[config.mk]
export PLATFORM = sky130hd
export DESIGN_NAME = end_screen_ctrl_flat
export DESIGN_NICKNAME = d
export VERILOG_FILES = /design/src/rtl/snake_pkg.sv /design/src/rtl/end_screen_ctrl_if.sv /design/src/rtl/sync_edge.sv /design/src/rtl/end_screen_ctrl.sv /design/src/flat_wrapper.sv
export SDC_FILE = /design/constraint.sdc
export NUM_CORES = 1
export LEC_CHECK = 0
export ABC_AREA = 1
export BUFFER_PORTS_ARGS = -buffer_cell sky130_fd_sc_hd__buf_2
export CAP_MARGIN = 20
export CORE_UTILIZATION = 30
export CTS_CLUSTER_SIZE = 30
export DETAILED_ROUTE_END_ITERATION = 10
export PLACE_DENSITY = 0.47
export RECOVER_POWER = 100
export SYNTH_ARGS = -nofsm -noshare
export SYNTH_HDL_FRONTEND = slang
export SYNTH_SLANG_ARGS = --single-unit
[constraint.sdc]
create_clock -name pclk -period 2.3 [get_ports pclk]
set_input_delay 0.69 -clock pclk [delete_from_list [all_inputs] [get_ports pclk]]
set_output_delay 0.69 -clock pclk [all_outputs]
set_load 0.02 [all_outputs]
[src/rtl/snake_pkg.sv]
// Shared encodings and defaults for the end-of-game sequencer and the overlay draw stages.
package snake_pkg;

   localparam int unsigned STATE_W          = 3;
   localparam int unsigned DEF_BLINK_FRAMES = 30;
   localparam int unsigned DEF_HOLD_FRAMES  = 120;

   // Debug encoding on state_out; draw stages decode the same values.
   typedef enum logic [STATE_W-1:0] {
      PLAY     = 3'd0,
      WIN      = 3'd1,
      LOSE     = 3'd2,
      WAIT_KEY = 3'd3,
      RESTART  = 3'd4
   } state_e;

endpackage

[src/rtl/end_screen_ctrl_if.sv]
// Game-logic and overlay-side signals of the end-of-game sequencer.
interface end_screen_ctrl_if;
   import snake_pkg::*;

   logic               vsync_in;
   logic               victory_in;
   logic               game_over_in;
   logic               key_restart;
   logic               victory_out;
   logic               game_over_out;
   logic               text_on;
   logic               freeze_out;
   logic               restart_out;
   logic [STATE_W-1:0] state_out;

   // Game logic / timing chain side.
   modport master (
      output vsync_in, victory_in, game_over_in, key_restart,
      input  victory_out, game_over_out, text_on, freeze_out, restart_out, state_out
   );

   // Sequencer side.
   modport slave (
      input  vsync_in, victory_in, game_over_in, key_restart,
      output victory_out, game_over_out, text_on, freeze_out, restart_out, state_out
   );

endinterface

[src/rtl/sync_edge.sv]
// Optional 2-flop synchroniser followed by a registered rising-edge pulse.
module sync_edge #(
   parameter bit SYNC = 1'b1
) (
   input  logic clk,
   input  logic rst_n,
   input  logic din,
   output logic pulse
);

   logic lvl;
   logic prev_q;
   logic edge_q;
   logic edge_d;

   if (SYNC) begin : g_sync
      logic s1_q;
      logic s2_q;

      // Two-stage metastability filter for an asynchronous input.
      always_ff @(posedge clk or negedge rst_n) begin
         if (!rst_n) begin
            s1_q <= 1'b0;
            s2_q <= 1'b0;
         end else begin
            s1_q <= din;
            s2_q <= s1_q;
         end
      end

      assign lvl = s2_q;
   end else begin : g_nosync
      assign lvl = din;
   end

   // Rising edge relative to the previous sampled level.
   always_comb begin
      edge_d = lvl & ~prev_q;
   end

   // Previous-level and pulse registers.
   always_ff @(posedge clk or negedge rst_n) begin
      if (!rst_n) begin
         prev_q <= 1'b0;
         edge_q <= 1'b0;
      end else begin
         prev_q <= lvl;
         edge_q <= edge_d;
      end
   end

   assign pulse = edge_q;

endmodule

[src/rtl/end_screen_ctrl.sv]
// End-of-game sequencer: latches win/lose, blinks overlay text, holds, then issues restart.
module end_screen_ctrl
   import snake_pkg::*;
#(
   parameter int unsigned BLINK_FRAMES = DEF_BLINK_FRAMES,
   parameter int unsigned HOLD_FRAMES  = DEF_HOLD_FRAMES,
   parameter int unsigned CNT_W        = 8
) (
   input  logic              pclk,
   input  logic              rst,
   end_screen_ctrl_if.slave  bus
);

   localparam logic [CNT_W-1:0] BLINK_LAST = CNT_W'(BLINK_FRAMES - 1);
   localparam logic [CNT_W-1:0] HOLD_CNT   = CNT_W'(HOLD_FRAMES);

   logic frame_tick;
   logic key_edge;

   state_e           state_q, state_d;
   logic [CNT_W-1:0] frame_cnt_q, frame_cnt_d;
   logic [CNT_W-1:0] blink_cnt_q, blink_cnt_d;
   logic             text_on_q, text_on_d;
   logic             victory_q, victory_d;
   logic             game_over_q, game_over_d;
   logic             freeze_q, freeze_d;
   logic             restart_q, restart_d;

   // Restart key is asynchronous and needs synchronising.
   sync_edge #(.SYNC(1'b1)) u_key_edge (
      .clk   (pclk),
      .rst_n (rst),
      .din   (bus.key_restart),
      .pulse (key_edge)
   );

   // vsync is already in the pclk domain; edge detection only.
   sync_edge #(.SYNC(1'b0)) u_vsync_edge (
      .clk   (pclk),
      .rst_n (rst),
      .din   (bus.vsync_in),
      .pulse (frame_tick)
   );

   // Next-state, counter and output computation.
   always_comb begin
      state_d     = state_q;
      frame_cnt_d = frame_cnt_q;
      blink_cnt_d = blink_cnt_q;
      text_on_d   = text_on_q;
      victory_d   = victory_q;
      game_over_d = game_over_q;
      restart_d   = 1'b0;

      // Lettering blinks in every overlay state, including the hold-expiry tick.
      if (frame_tick && (state_q == WIN || state_q == LOSE || state_q == WAIT_KEY)) begin
         if (blink_cnt_q >= BLINK_LAST) begin
            blink_cnt_d = '0;
            text_on_d   = ~text_on_q;
         end else begin
            blink_cnt_d = blink_cnt_q + CNT_W'(1);
         end
      end

      case (state_q)
         PLAY: begin
            // Victory wins a same-cycle tie with game over.
            if (bus.victory_in || bus.game_over_in) begin
               state_d     = bus.victory_in ? WIN : LOSE;
               victory_d   = bus.victory_in;
               game_over_d = ~bus.victory_in;
               text_on_d   = 1'b1;
               frame_cnt_d = '0;
               blink_cnt_d = '0;
            end
         end
         WIN, LOSE: begin
            // Key edges are ignored here, including one on the expiry tick.
            if (frame_tick) begin
               if (frame_cnt_q != HOLD_CNT) begin
                  frame_cnt_d = frame_cnt_q + CNT_W'(1);
               end
               if (frame_cnt_d == HOLD_CNT) begin
                  state_d = WAIT_KEY;
               end
            end
         end
         WAIT_KEY: begin
            if (key_edge) begin
               state_d     = RESTART;
               restart_d   = 1'b1;
               victory_d   = 1'b0;
               game_over_d = 1'b0;
               text_on_d   = 1'b0;
            end
         end
         RESTART: begin
            // Wait for game logic to drop both flags so the old result cannot retrigger.
            if (!bus.victory_in && !bus.game_over_in) begin
               state_d = PLAY;
            end
         end
         default: begin
            state_d = PLAY;
         end
      endcase

      freeze_d = (state_d != PLAY);
   end

   // State, counter and output registers.
   always_ff @(posedge pclk or negedge rst) begin
      if (!rst) begin
         state_q     <= PLAY;
         frame_cnt_q <= '0;
         blink_cnt_q <= '0;
         text_on_q   <= 1'b0;
         victory_q   <= 1'b0;
         game_over_q <= 1'b0;
         freeze_q    <= 1'b0;
         restart_q   <= 1'b0;
      end else begin
         state_q     <= state_d;
         frame_cnt_q <= frame_cnt_d;
         blink_cnt_q <= blink_cnt_d;
         text_on_q   <= text_on_d;
         victory_q   <= victory_d;
         game_over_q <= game_over_d;
         freeze_q    <= freeze_d;
         restart_q   <= restart_d;
      end
   end

   assign bus.victory_out   = victory_q;
   assign bus.game_over_out = game_over_q;
   assign bus.text_on       = text_on_q;
   assign bus.freeze_out    = freeze_q;
   assign bus.restart_out   = restart_q;
   assign bus.state_out     = state_q;

endmodule

[src/flat_wrapper.sv]
// flat-port wrapper written by rule: the top's interface ports become plain ports
module end_screen_ctrl_flat import snake_pkg::*;
#(
   parameter int unsigned BLINK_FRAMES = DEF_BLINK_FRAMES,
   parameter int unsigned HOLD_FRAMES  = DEF_HOLD_FRAMES,
   parameter int unsigned CNT_W        = 8
)
  (pclk, rst, bus_vsync_in, bus_victory_in, bus_game_over_in, bus_key_restart, bus_victory_out, bus_game_over_out, bus_text_on, bus_freeze_out, bus_restart_out, bus_state_out);
  end_screen_ctrl_if bus_i ();
  input  logic pclk;
  input  logic rst;
  input wire logic [$bits(bus_i.vsync_in)-1:0] bus_vsync_in;
  input wire logic [$bits(bus_i.victory_in)-1:0] bus_victory_in;
  input wire logic [$bits(bus_i.game_over_in)-1:0] bus_game_over_in;
  input wire logic [$bits(bus_i.key_restart)-1:0] bus_key_restart;
  output wire logic [$bits(bus_i.victory_out)-1:0] bus_victory_out;
  output wire logic [$bits(bus_i.game_over_out)-1:0] bus_game_over_out;
  output wire logic [$bits(bus_i.text_on)-1:0] bus_text_on;
  output wire logic [$bits(bus_i.freeze_out)-1:0] bus_freeze_out;
  output wire logic [$bits(bus_i.restart_out)-1:0] bus_restart_out;
  output wire logic [$bits(bus_i.state_out)-1:0] bus_state_out;
  assign bus_i.vsync_in = bus_vsync_in;
  assign bus_i.victory_in = bus_victory_in;
  assign bus_i.game_over_in = bus_game_over_in;
  assign bus_i.key_restart = bus_key_restart;
  assign bus_victory_out = bus_i.victory_out;
  assign bus_game_over_out = bus_i.game_over_out;
  assign bus_text_on = bus_i.text_on;
  assign bus_freeze_out = bus_i.freeze_out;
  assign bus_restart_out = bus_i.restart_out;
  assign bus_state_out = bus_i.state_out;
  end_screen_ctrl #(.BLINK_FRAMES(BLINK_FRAMES), .HOLD_FRAMES(HOLD_FRAMES), .CNT_W(CNT_W)) u_core (.pclk(pclk), .rst(rst), .bus(bus_i));
endmodule
==> results.md, run 1 <==
Outcome:
- The run finished, with violations left.
- The checks that failed: capacitance limit, slew limit.

STA:
- The post-route minimum period is 1821 ps.
- Setup violations remaining at the end of the flow were counted as 0.
- The maximum operating frequency is 549.1 MHz.
- Setup repair after global routing left no endpoint under its margin.
- Headroom to the max-slew limit came out at -0.06764.
- The number of pins exceeding their max-slew limit in the final report is 31.
- Between clock sinks in the finished design, the worst skew comes to 6.209 ps.
- The share of the clock period used by the worst path is 0.7918.
- In the final timing run, aggregate negative setup slack is 0 ps.
- The actual transition at the worst max-transition pin is 1601 ps.
- The total count of hold-check failures in the final report came to 0.

Placement:
- The congestion estimate from routability-driven global placement came to 0.7732.
- Detailed placement finished with a half-perimeter wire length of 2.179 mm.
- The cell total after placement is 255.
- Buffers placed on the I/O ports in this run total 13.

Setup path:
- The arrival time at the worst endpoint is 1990 ps.
- The critical path is of the reg2reg type.
- The data required time at the worst endpoint is 2470 ps.
- STA classifies the critical path startpoint as a flip-flop.
- The worst setup path is captured at a flip-flop.
- The largest fanout on the critical path is 4.

Synth:
- The register area share after synthesis is 0.4996.
- The xor and xnor fraction of the mapped netlist area is 0.02331.
- The most area-hungry cell type in the Yosys netlist is sky130_fd_sc_hd__dfrtp_1.
- Yosys printed 0 warnings.
- The dominant combinational cell family by area after synthesis is simple AND/OR/NAND/NOR gates.
- Of the total synthesized cell area, the portion taken by AND, OR, NAND and NOR gates is 0.2573.
- The number of synthesized register bits is 30.
- Of the total synthesized cell area, the portion taken by full adders, half adders and majority gates is 0.04163.
- Among all flip-flop cells after synthesis, the most frequent one is sky130_fd_sc_hd__dfrtp_1.
- Synthesis handed over a netlist of 175 instances.
- The most common cell in the synthesized netlist is sky130_fd_sc_hd__nand2_1.
- A synthesized cell averages 8.587 um^2.
- The count of different cell masters after synthesis is 25.
- Counting flops with an async set or reset pin after synthesis yields a share of 1.000.
- The commonest cells after synthesis are sky130_fd_sc_hd__nand2_1, sky130_fd_sc_hd__dfrtp_1, sky130_fd_sc_hd__inv_1.
- The portion of synthesized area spent on multiplexers is 0.
- Synthesis produced a netlist with a net count of 186.
- In the post-synthesis netlist, the biggest area contributors are sky130_fd_sc_hd__dfrtp_1, sky130_fd_sc_hd__nand2_1, sky130_fd_sc_hd__inv_1.
- The number of flops mapped to enable cells by yosys is 0.
- The total standard cell area after synthesis is 1503 um^2.
- The fraction of the mapped netlist area in compound gates is 0.1032.
- The share of synthesized area in the top cell type comes to 0.4996.

Clocking:
- The count of hold-fix buffers inserted at cts is 0.
- Once the clock tree was built, the resizer swapped 0 gates to a different size.
- The latest clock arrival within the worst-skew pair is 280 ps.
- In this run the post-CTS setup repair buffer count came out at 0.
- The total number of H-tree levels is 2.
- The root cell of the clock tree is sky130_fd_sc_hd__clkbuf_8.
- In this run, CTS created clock tree buffers numbering 5.
- The clock-pin slew of the registers on the worst-case setup and hold paths is 70 ps.
- The buffer depth of the longest clock path is 2.
- The CTS tree is built.
- The clock drives 30 sinks.

Layout:
- Once layout is complete, the utilization of the core stands at 0.3603.
- The fraction of final layout cells with drive strength greater than 1 is 0.1071.
- The repair_antennas step left the layout with diodes totalling 0.
- The area used by multi-input combinational logic is 615.6 um^2.
- In the final design database the tool counted 206 nets.
- Across the whole layout, storage elements account for 750.7 um^2.
- The filler cell count is 515.
- Relative to the synthesized area, the layout overhead comes to 14.74%.
- Once layout is complete, the cells apart from fillers number 263.

Global routing:
- The total global routing overflow is 0.
- The number of antenna violations at the first check in global routing is 0.
- The global-route wire length before repair is 5.230 mm.
- For this run, the total global-route usage over all layers was measured as 0.1312.
- The maximum number of pins on one net before global-route repair is 31.
- The number of global-route vias before repair came to 1211.

Detailed routing:
- In the routed layout, each cell is associated on average with a via count of 4.464.
- The total via count in the routed design is 1174.
- The DRC marker count from the first detailed-route iteration is 32.
- In the final routing, the length of wire on met1 measures 1.415 mm.
- Detailed routing placed a total of 94 um of wire on met3.
- The first-pass detailed-route iteration total is 4.
- Routed signal wires occupy layers up through met4.
- The total wirelength of the detailed-routed design is 2.909 mm.
- Dividing the detail-routed wire length by the instance count gives 11.06 um.
- For this run, design rule violations remaining after detail routing come to 0.
- The number of routed nets with antenna violations is 0.
- The routed length on met2 is 1.364 mm.

Flow run:
- Max-cap violations in this run came to 1.

Floorplanning:
- The number of cell rows is 25.
- The die is 72.78 um tall.
- The boundary pin count is 14.
- The effective utilization at floorplan is 0.3140.
- The core region is 4786 um^2.
- The die covers 5296 um^2.
- The die boundary width is 72.78 um.

Pwr:
- The static leakage is 0.8524 nW.
- VDD sags by at most 0.4704 mV.
- Power spread over the standard cell area amounts to 1059 nW/um^2.

Hold path:
- The path class of the tightest hold or removal check is reg2reg.
where the power goes:
group	leakage, nW	switching (mW)	internal (mW)	total [mW]
Combinational	0.404	0.413	0.188	0.600
Sequential	0.390	0.0844	0.625	0.709
Clock	0.0579	0.198	0.318	0.517
cells in the final DEF, fill, tap and decap left out, types with 5 or more instances in the layout:
| cell type | netlist | routed |
|---|---|---|
| sky130_fd_sc_hd__ha_1 | 5 | 5 |
| sky130_fd_sc_hd__nand3_1 | 8 | 8 |
| sky130_fd_sc_hd__a21oi_1 | 9 | 9 |
| sky130_fd_sc_hd__clkbuf_1 | 0 | 10 |
| sky130_fd_sc_hd__nand2_1 | 40 | 40 |
| sky130_fd_sc_hd__dfrtp_1 | 30 | 30 |
| sky130_fd_sc_hd__clkbuf_8 | 0 | 5 |
| sky130_fd_sc_hd__inv_1 | 28 | 29 |
| sky130_fd_sc_hd__nor2_1 | 19 | 20 |
| sky130_fd_sc_hd__o22ai_1 | 7 | 7 |
sequential cells by signal (all words and copies together) (netlist names):
name	cells
u_core.u_key_edge.prev_q	1
u_core.bus.state_out	3
u_core.frame_cnt_q	8
u_core.u_key_edge.g_sync.s1_q	1
u_core.u_vsync_edge.pulse	1
u_core.bus.freeze_out	1
u_core.bus.text_on	1
u_core.bus.victory_out	1
u_core.u_key_edge.pulse	1
u_core.u_vsync_edge.prev_q	1
u_core.u_key_edge.g_sync.s2_q	1
u_core.blink_cnt_q	8
u_core.bus.game_over_out	1
u_core.bus.restart_out	1
cells by family (layout without fill, tap and decap cells):
| family | after synthesis | in the layout |
|---|---|---|
| fa+ha+maj | 5 | 5 |
| compound gates | 26 | 26 |
| simple gates | 80 | 80 |
| xor+xnor | 4 | 4 |
| flops | 30 | 30 |
| buf+inv | 30 | 51 |
per-stage QoR:
step	hold WS [ps]	power, mW	instance area, um^2	setup slack, ps
2_1_floorplan	331.2	1.180	1503	753.7
3_3_place_gp	343.3	1.353	1652	523.7
3_5_place_dp	348.0	1.371	1652	444.4
4_1_cts	363.0	1.903	1760	551.2
5_1_grt	369.5	1.956	1724	209.0
6_report	360.2	1.826	1724	478.9
routing by layer:
metal | vias up | global-route usage
met5 | - | 0
met4 | 0 | 0.05229
met3 | 5 | 0.04006
met2 | 14 | 0.2098
met1 | 558 | 0.1656
li1 | 597 | -
final timing paths:
kind | from | endpoint | slack [ps] | depth (start not counted)
worst max register to register | u_core.frame_cnt_q[0] | u_core.bus.freeze_out | 480 | 15
max in group asynchronous | rst | u_core.frame_cnt_q[4] | 560 | 1
worst max-delay path | u_core.frame_cnt_q[0] | u_core.bus.freeze_out | 480 | 15
worst min register to register | u_core.u_key_edge.g_sync.s1_q | u_core.u_key_edge.g_sync.s2_q | 360 | 0
worst min-delay path | u_core.u_key_edge.g_sync.s1_q | u_core.u_key_edge.g_sync.s2_q | 360 | 0
min in group asynchronous | rst | u_core.frame_cnt_q[6] | 810 | 1
worst max-delay path: stages, from the launching register on:
cell and delay, ps:
sky130_fd_sc_hd__dfrtp_1 410, sky130_fd_sc_hd__inv_1 110, sky130_fd_sc_hd__ha_1 150, sky130_fd_sc_hd__nand2_1 60, sky130_fd_sc_hd__nor2_1 250, sky130_fd_sc_hd__nand2_4 100
sky130_fd_sc_hd__nand2_1 70, sky130_fd_sc_hd__nand2_1 70, sky130_fd_sc_hd__nand2_1 60, sky130_fd_sc_hd__nor2_1 40, sky130_fd_sc_hd__nand2_1 80, sky130_fd_sc_hd__nand2_1 50
sky130_fd_sc_hd__nand2_1 70, sky130_fd_sc_hd__nand2_2 60, sky130_fd_sc_hd__nor2_2 80, sky130_fd_sc_hd__nand2_1 50
final cells by class:
cell class,count,area share
flip-flops and latches,30,0.4354
multi-input cells,115,0.3570
inverters,30,0.06531
well taps,67,0.04862
clock buffers,5,0.03991
repair buffers,13,0.03048
clock inverters,3,0.02322
(Power assumes the default switching activity.)
==> run 2, diff against run 1 <==
--- a/config.mk
+++ b/config.mk
@@ -5,13 +5,13 @@
 export SDC_FILE = /design/constraint.sdc
 export NUM_CORES = 1
 export LEC_CHECK = 0
-export ABC_AREA = 1
+export ABC_AREA = 0
 export BUFFER_PORTS_ARGS = -buffer_cell sky130_fd_sc_hd__buf_2
 export CAP_MARGIN = 20
 export CORE_UTILIZATION = 30
 export CTS_CLUSTER_SIZE = 30
 export DETAILED_ROUTE_END_ITERATION = 10
-export PLACE_DENSITY = 0.47
+export PLACE_DENSITY = 0.48
 export RECOVER_POWER = 100
 export SYNTH_ARGS = -nofsm -noshare
 export SYNTH_HDL_FRONTEND = slang
==> constraint.sdc (replaced) <==
create_clock -name pclk -period 1.6 [get_ports pclk]
set_input_delay 0.48 -clock pclk [delete_from_list [all_inputs] [get_ports pclk]]
set_output_delay 0.48 -clock pclk [all_outputs]
set_load 0.02 [all_outputs]
==> results.md, run 2 <==
Layout:
- The library cell used most frequently in the layout, excluding fill and tap cells, is sky130_fd_sc_hd__dfrtp_1.
- The final standard cell count with taps included and fillers excluded is 277.
- The number of nets at the end of the flow is 219.
- From synthesis to final layout, the design area changed by 30.72%.
- The fraction of final layout cells with drive strength greater than 1 is 0.3188.
- The layout has 491 filler cells.
- The library cells used most frequently in the layout, excluding fill and tap cells, are sky130_fd_sc_hd__dfrtp_1, sky130_fd_sc_hd__buf_4, sky130_fd_sc_hd__nor2_1.
- The repair_antennas step left the layout with diodes totalling 0.
- The post-route core utilization is 0.4107.

Synth:
- Of all flip-flops after synthesis, the portion carrying an async set or reset was 1.000.
- The number of synthesized register bits is 30.
- The average instance in the mapped netlist occupies 9.674 um^2.
- Of the total synthesized cell area, the portion taken by AND, OR, NAND and NOR gates is 0.2356.
- After synthesis, the most frequently instantiated cells are sky130_fd_sc_hd__dfrtp_1, sky130_fd_sc_hd__nor2_1, sky130_fd_sc_hd__nand2_1.
- The share of synthesized area in the top cell type comes to 0.4619.
- The synthesized instance count is 168.
- The netlist uses 49 different library cells.
- The net count of the mapped netlist is 179.
- The number of flops mapped to enable cells by yosys is 0.
- The number of warnings printed during yosys synthesis is 0.
- The most frequent cell after synthesis is sky130_fd_sc_hd__dfrtp_1.
- The share of synthesized cell area in full adder, half adder and majority cells is 0.03849.
- The most area-hungry cell type in the Yosys netlist is sky130_fd_sc_hd__dfrtp_1.
- The register area share after synthesis is 0.4619.
- By area the synthesized netlist is led by sky130_fd_sc_hd__dfrtp_1, sky130_fd_sc_hd__ha_1, sky130_fd_sc_hd__nor2_1.
- For this run, the leading register cell type out of synthesis is sky130_fd_sc_hd__dfrtp_1.
- The dominant combinational cell family by area after synthesis is simple AND/OR/NAND/NOR gates.
- The fraction of the mapped netlist area in compound gates is 0.1747.
- The xor and xnor fraction of the mapped netlist area is 0.03233.
- Of the post-synthesis cell area, the part taken by muxes is 0.009238.
- The total standard cell area after synthesis is 1625 um^2.

Detailed routing:
- The routed length on met2 is 1.756 mm.
- The total wirelength of the detailed-routed design is 3.743 mm.
- The count of unresolved DRC violations after routing is 0.
- Detailed routing placed a total of 155 um of wire on met3.
- The detailed router finished its first iteration with 98 violations.
- The met1 wire length is 1.762 mm.
- The total via count in the routed design is 1395.
- Dividing the detail-routed wire length by the instance count gives 13.51 um.
- The number of routed nets with antenna violations is 0.
- The detailed-route vias per instance is 5.036.
- The top routing layer in use is met4.
- The first-pass detailed-route iteration total is 4.

STA:
- The headroom to the max-slew limit is 0.5009.
- Setup repair after global routing could not meet its margin everywhere.
- The total count of hold-check failures in the final report is 0.
- Derived from the worst setup path, the maximum achievable clock frequency is 612.6 MHz.
- The share of the clock period used by the worst path is 1.020.
- The actual transition at the worst max-transition pin is 748.7 ps.
- After layout, the worst setup slack is -32.51 ps.
- The number of pins exceeding their max-slew limit in the final report is 0.
- After layout, the minimum clock period comes to 1633 ps.
- The final worst clock skew is 8.324 ps.
- The number of failing setup endpoints in the final timing report is 3.

Clocking:
- The clock-pin slew of the registers on the worst-case setup and hold paths is 60 ps.
- The total number of H-tree levels is 2.
- The latest clock arrival within the worst-skew pair is 280 ps.
- The number of clock sinks seen by CTS is 30.
- Counting the buffers created by CTS gives 5.
- Counting along the longest clock path gives a buffer depth of 2.
- The root cell of the clock tree is sky130_fd_sc_hd__clkbuf_8.
- The CTS tree is built.

Floorplanning:
- The die covers 5716 um^2.
- The core area is 5172 um^2.
- 14 I/O pins were placed.
- The initialized floorplan defines 26 standard-cell rows.
- The effective utilization at floorplan is 0.3142.
- In this run the horizontal extent of the chip is 75.61 um.
- The floorplan step set the die height to 75.61 um.

Outcome:
- The flow ran to the end, but the final reports show violations.
- The final reports fail on setup timing.

Setup path:
- The data required time at the worst endpoint is 1120 ps.
- The worst setup path is of the reg2out kind.
- In this run the worst path has a maximum fanout of 7.
- The arrival time at the worst endpoint is 1150 ps.
- The kind of end point of the critical path is an output pin.
- STA classifies the critical path startpoint as a flip-flop.

Placement:
- The wire-length estimate of the detail-placed layout is 2.663 mm.
- Port buffering added 13 buffers.
- The cell total after placement is 270.
- The final weighted congestion of routability-driven global placement is 0.8490.
- At the placement stage, the worst setup path has a slack of -124.0 ps.

Hold path:
- The path class of the tightest hold or removal check is in2reg.

Pwr:
- The worst voltage drop across the vdd grid is 0.4502 mV.
- Power spread over the standard cell area amounts to 1416 nW/um^2.
- The static leakage is 0.9071 nW.

Global routing:
- The total overflow left after global routing is 0.
- The global-route wire length before repair is 6.003 mm.
- The number of antenna violations at the first check in global routing is 0.
- Entering global routing, the biggest net connects 31 pins.
- For this run, the total global-route usage over all layers was measured as 0.1429.
- The number of global-route vias before repair came to 1316.

Flow run:
- The count of max-cap constraint violations is 0.
## run 2: report_power, final
part	switching [mW]	internal, mW
registers	0.115	0.914
logic	0.740	0.646
clock network	0.262	0.331
total	1.12	1.89
## run 2: worst paths after layout
check / startpoint / end / slack [ps] / depth (start not counted)
max: u_core.bus.state_out[2] / bus_state_out[2] / -30 / 2
min: bus_key_restart / u_core.u_key_edge.g_sync.s1_q / 310 / 1
max reg2reg: u_core.blink_cnt_q[0] / u_core.blink_cnt_q[5] / 0 / 5
min reg2reg: u_core.u_key_edge.g_sync.s1_q / u_core.u_key_edge.g_sync.s2_q / 350 / 0
max in group asynchronous: rst / u_core.bus.state_out[1] / 740 / 2
min in group asynchronous: rst / u_core.frame_cnt_q[7] / 340 / 2
## run 2: cell families (layout without fill, tap and decap cells)
| logic type | Yosys count | after routing |
|---|---|---|
| and+or+nand+nor | 70 | 70 |
| AOI/OAI and AO/OA | 41 | 41 |
| DFF | 30 | 30 |
| buffers and inverters | 15 | 54 |
| xor gates and xnor gates | 6 | 6 |
| adders and majority gates | 5 | 5 |
| muxes | 1 | 1 |
## run 2: cell type report
type / count / area, um^2 / area share
Clock buffer: 6 / 82.58 / 0.03887
Inverter: 9 / 33.78 / 0.01590
Multi-Input combinational cell: 123 / 919.6 / 0.4329
Sequential cell: 30 / 753.2 / 0.3545
Tap cell: 70 / 87.58 / 0.04122
Timing Repair Buffer: 39 / 247.7 / 0.1166
## run 2: per-stage QoR
step | power [mW] | hold slack [ps] | setup TNS, ps | cell area, um^2
2_1_floorplan | 1.774 | 184.4 | -57.98 | 1628
3_3_place_gp | 2.170 | 335.8 | 0 | 1924
3_5_place_dp | 2.209 | 338.5 | -932.6 | 1924
4_1_cts | 2.837 | 216.0 | 0 | 2023
5_1_grt | 3.220 | 302.5 | -1387 | 2125
6_report | 3.008 | 308.5 | -41.93 | 2125
## run 2: routing by layer
metal,vias up,track usage
li1,684,-
met1,672,0.1897
met2,32,0.2133
met3,7,0.03307
met4,0,0.08230
met5,-,0
## run 2: timing repair
action	4_1_cts	5_1_grt
hold buffers	0	0
resized for setup	2	22
pin swaps	1	10
buffers inserted	1	1
setup endpoints to repair	11	14
endpoints found under the hold margin	0	0
## run 2: critical path, cell delays in order (launching register included)
cell	delay, ps
sky130_fd_sc_hd__dfrtp_1	380
sky130_fd_sc_hd__clkbuf_1	270
sky130_fd_sc_hd__buf_2	230
==> run 3, diff against run 2 <==
--- a/config.mk
+++ b/config.mk
@@ -11,8 +11,11 @@
 export CORE_UTILIZATION = 30
 export CTS_CLUSTER_SIZE = 30
 export DETAILED_ROUTE_END_ITERATION = 10
+export MAX_ROUTING_LAYER = met4
 export PLACE_DENSITY = 0.48
 export RECOVER_POWER = 100
+export REMOVE_ABC_BUFFERS = 1
 export SYNTH_ARGS = -nofsm -noshare
 export SYNTH_HDL_FRONTEND = slang
 export SYNTH_SLANG_ARGS = --single-unit
+export TNS_END_PERCENT = 100
==> results.md, run 3 (synthesis gave the netlist of run 2 again) <==
Floorplanning:
- The floorplan has 26 rows.
- Measured along the y axis, the die boundary spans 75.61 um.
- The initial utilization of the core area, before any placement, comes to 0.3142.
- The core area is 5172 um^2.
- The die outline area is 5716 um^2.
- In this run the horizontal extent of the chip is 75.61 um.
- The boundary pin count is 14.

Detailed routing:
- The count of unresolved DRC violations after routing is 0.
- The wire length per cell after detailed routing is 13.38 um.
- After detailed routing, the number of vias per cell comes to 5.033.
- The first-pass detailed-route iteration total is 4.
- The total via count in the routed design is 1374.
- The final layout contains routed wiring with a total length of 3.654 mm.
- The number of routed nets with antenna violations is 0.
- The DRC marker count from the first detailed-route iteration is 72.

Placement:
- The final weighted congestion of routability-driven global placement is 0.9027.
- Input and output buffers added on the ports amount to 13.
- At the placement stage, the worst setup path has a slack of -119.3 ps.
- The final HPWL from detailed placement is 2.718 mm.
- The placement-stage cell area is 1897 um^2.

STA:
- Setup repair after global routing could not meet its margin everywhere.
- Setup slack closes at 44.01 ps.
- Setup violations remaining at the end of the flow were counted as 0.
- The total count of hold-check failures in the final report is 0.
- The share of the clock period used by the worst path is 0.9725.
- The number of pins exceeding their max-slew limit in the final report was 0.
- The post-route minimum period is 1556 ps.
- The total negative slack is 0 ps.
- Measured against its own limit, the worst slew margin works out to 0.4428.
- For the final database, setup skew stands at 3.305 ps.
- The maximum operating frequency is 642.7 MHz.
- The actual transition at the worst max-transition pin is 835.8 ps.

Pwr:
- For this design the total switching power over the nets is 1.085 mW.
- The share of total power dissipated in sequential elements is 0.348.
- The cell area power density is 1419 nW/um^2.
- Cell internal power was estimated by the tool at 1.857 mW.
- Of the total power, the clock network draws 0.211.
- The portion of total power attributed to combinational logic is 0.441.
- Of the total power, the share spent switching nets is 0.3688.
- IR analysis of the VDD net gives a maximum drop of 0.6819 mV.
- The static leakage is 0.9014 nW.

Layout:
- The leading cell type in the layout, fill and taps excluded is sky130_fd_sc_hd__dfrtp_1.
- Of the cells placed in the final design, the portion with a size suffix greater than 1 is 0.2956.
- The count of antenna diodes in the layout is 0.
- The synthesis-to-layout area growth is 27.56%.
- For this run, the post-layout net count is 213.
- The design area is 2073 um^2.
- In the layout the commonest cells are sky130_fd_sc_hd__dfrtp_1, sky130_fd_sc_hd__buf_4, sky130_fd_sc_hd__nor2_1.

Global routing:
- The global-route usage over all layers is 0.1543.
- The number of global-route vias before repair was 1422.
- Entering global routing, the biggest net connects 17 pins.
- The number of antenna violations at the first check in global routing is 0.
- The global-route wire length before repair is 6.251 mm.
- The total global routing overflow is 0.

Hold path:
- In this run the worst hold path is classified as in2async.

Clocking:
- Buffers inserted during clock tree synthesis total 5.
- TritonCTS built the clock tree.
- The clock-pin slew of the registers on the worst-case setup and hold paths is 60 ps.
- In this run the number of H-tree levels came out at 2.
- The buffer depth of the longest clock path is 2.
- The number of clock sinks seen by CTS is 30.
- The root cell of the clock tree is sky130_fd_sc_hd__clkbuf_8.
- Clock latency on the worst-skew pair, taken at its later pin, is 280 ps.

Setup path:
- The slowest stage of the critical path is the sky130_fd_sc_hd__dfrtp_1 cell.
- The critical path is of the reg2reg type.
- The arrival time at the worst endpoint is 1720 ps.
- The end of the worst register-to-register path is u_core.frame_cnt_q[0].
- Traced cell by cell, the critical path runs through or3_4 -> o22a_1 -> a21o_1 -> mux2_4.
- Of all nets on the critical path, the largest fanout is 3.
- For flop-to-flop paths, the worst setup slack is 40 ps.
- STA classifies the critical path startpoint as a flip-flop.
- The reg-to-reg startpoint is u_core.bus.state_out[1].
- Data on the critical path is required at its endpoint by 1760 ps.
- STA classifies the critical path endpoint as a flip-flop.
- For this run, the slowest stage of the critical path takes 400 ps.
- The cell count of the worst reg-to-reg path is 4.

Outcome:
- The flow ran to the end, and the final reports show no timing, DRC or antenna violations.

Flow run:
- The count of max-cap constraint violations is 0.
## run 3: changes by cell type in the layout (fill, tap and decap cells not counted), sizes merged
| cell | previous run | this run |
|---|---|---|
| clkinv | 0 | 1 |
| buf | 28 | 31 |
| clkbuf | 17 | 9 |
## run 3: worst max path at each step
stage                       startpoint                    end  slack [ps]  depth (start not counted)
3_3_place_gp     u_core.blink_cnt_q[0]  u_core.blink_cnt_q[5]         -10                          5
5_1_grt        u_core.bus.state_out[1]  u_core.frame_cnt_q[0]         -20                          4
3_5_place_dp     u_core.blink_cnt_q[0]  u_core.blink_cnt_q[5]        -120                          5
6_report       u_core.bus.state_out[1]  u_core.frame_cnt_q[0]          40                          4
2_1_floorplan  u_core.bus.state_out[0]  u_core.frame_cnt_q[0]         -40                          4
4_1_cts          u_core.blink_cnt_q[0]  u_core.blink_cnt_q[5]          10                          5
## run 3: final cells by class
type | count | area (um^2)
clock buffer | 7 | 86.33
clock inverter | 1 | 5.005
fill | 510 | 3099
inverter | 9 | 33.78
multi-input combinational | 123 | 898.4
sequential | 30 | 750.7
tap | 70 | 87.58
timing repair buffer | 33 | 211.5
## run 3: critical path: cells and delay by family, from the launching register on
family           cells  cell delay (ps)
flip-flops           1              400
AND/OR/NAND/NOR      1              390
AO/OA/AOI/OAI        2              390
multiplexers         1              250
## run 3: power groups by stage
stage	clock [mW]	sequential, mW	combinational (mW)
4_1_cts	0.648	1.02	1.18
2_1_floorplan	0	1.16	0.567
6_report	0.620	1.02	1.30
5_1_grt	0.692	1.05	1.44
3_5_place_dp	0	1.03	1.16
3_3_place_gp	0	1.02	1.14
## run 3: timing repair
item / 4_1_cts / 5_1_grt
resized for setup: 2 / 17
setup endpoints to repair: 8 / 15
pin swaps: 0 / 8
setup buffers: 0 / 0
hold buffers: 0 / 0
## run 3: per-stage QoR
stage            util  cells  total power [mW]  hold WS, ps
4_1_cts        0.3875    273             2.847        117.4
3_3_place_gp   0.3667    265             2.164        340.8
3_5_place_dp   0.3667    265             2.193        348.5
6_report       0.4008    273             2.942        275.9
5_1_grt        0.4008    273             3.182        291.9
2_1_floorplan       -    162             1.727        184.4
## run 3: metal layers
layer	vias to the layer above	track usage	routed length [um]
li1	667	-	-
met1	677	0.1751	1682
met2	20	0.2579	1782
met3	10	0.03571	105
met4	0	0.07202	85
met5	-	-	0
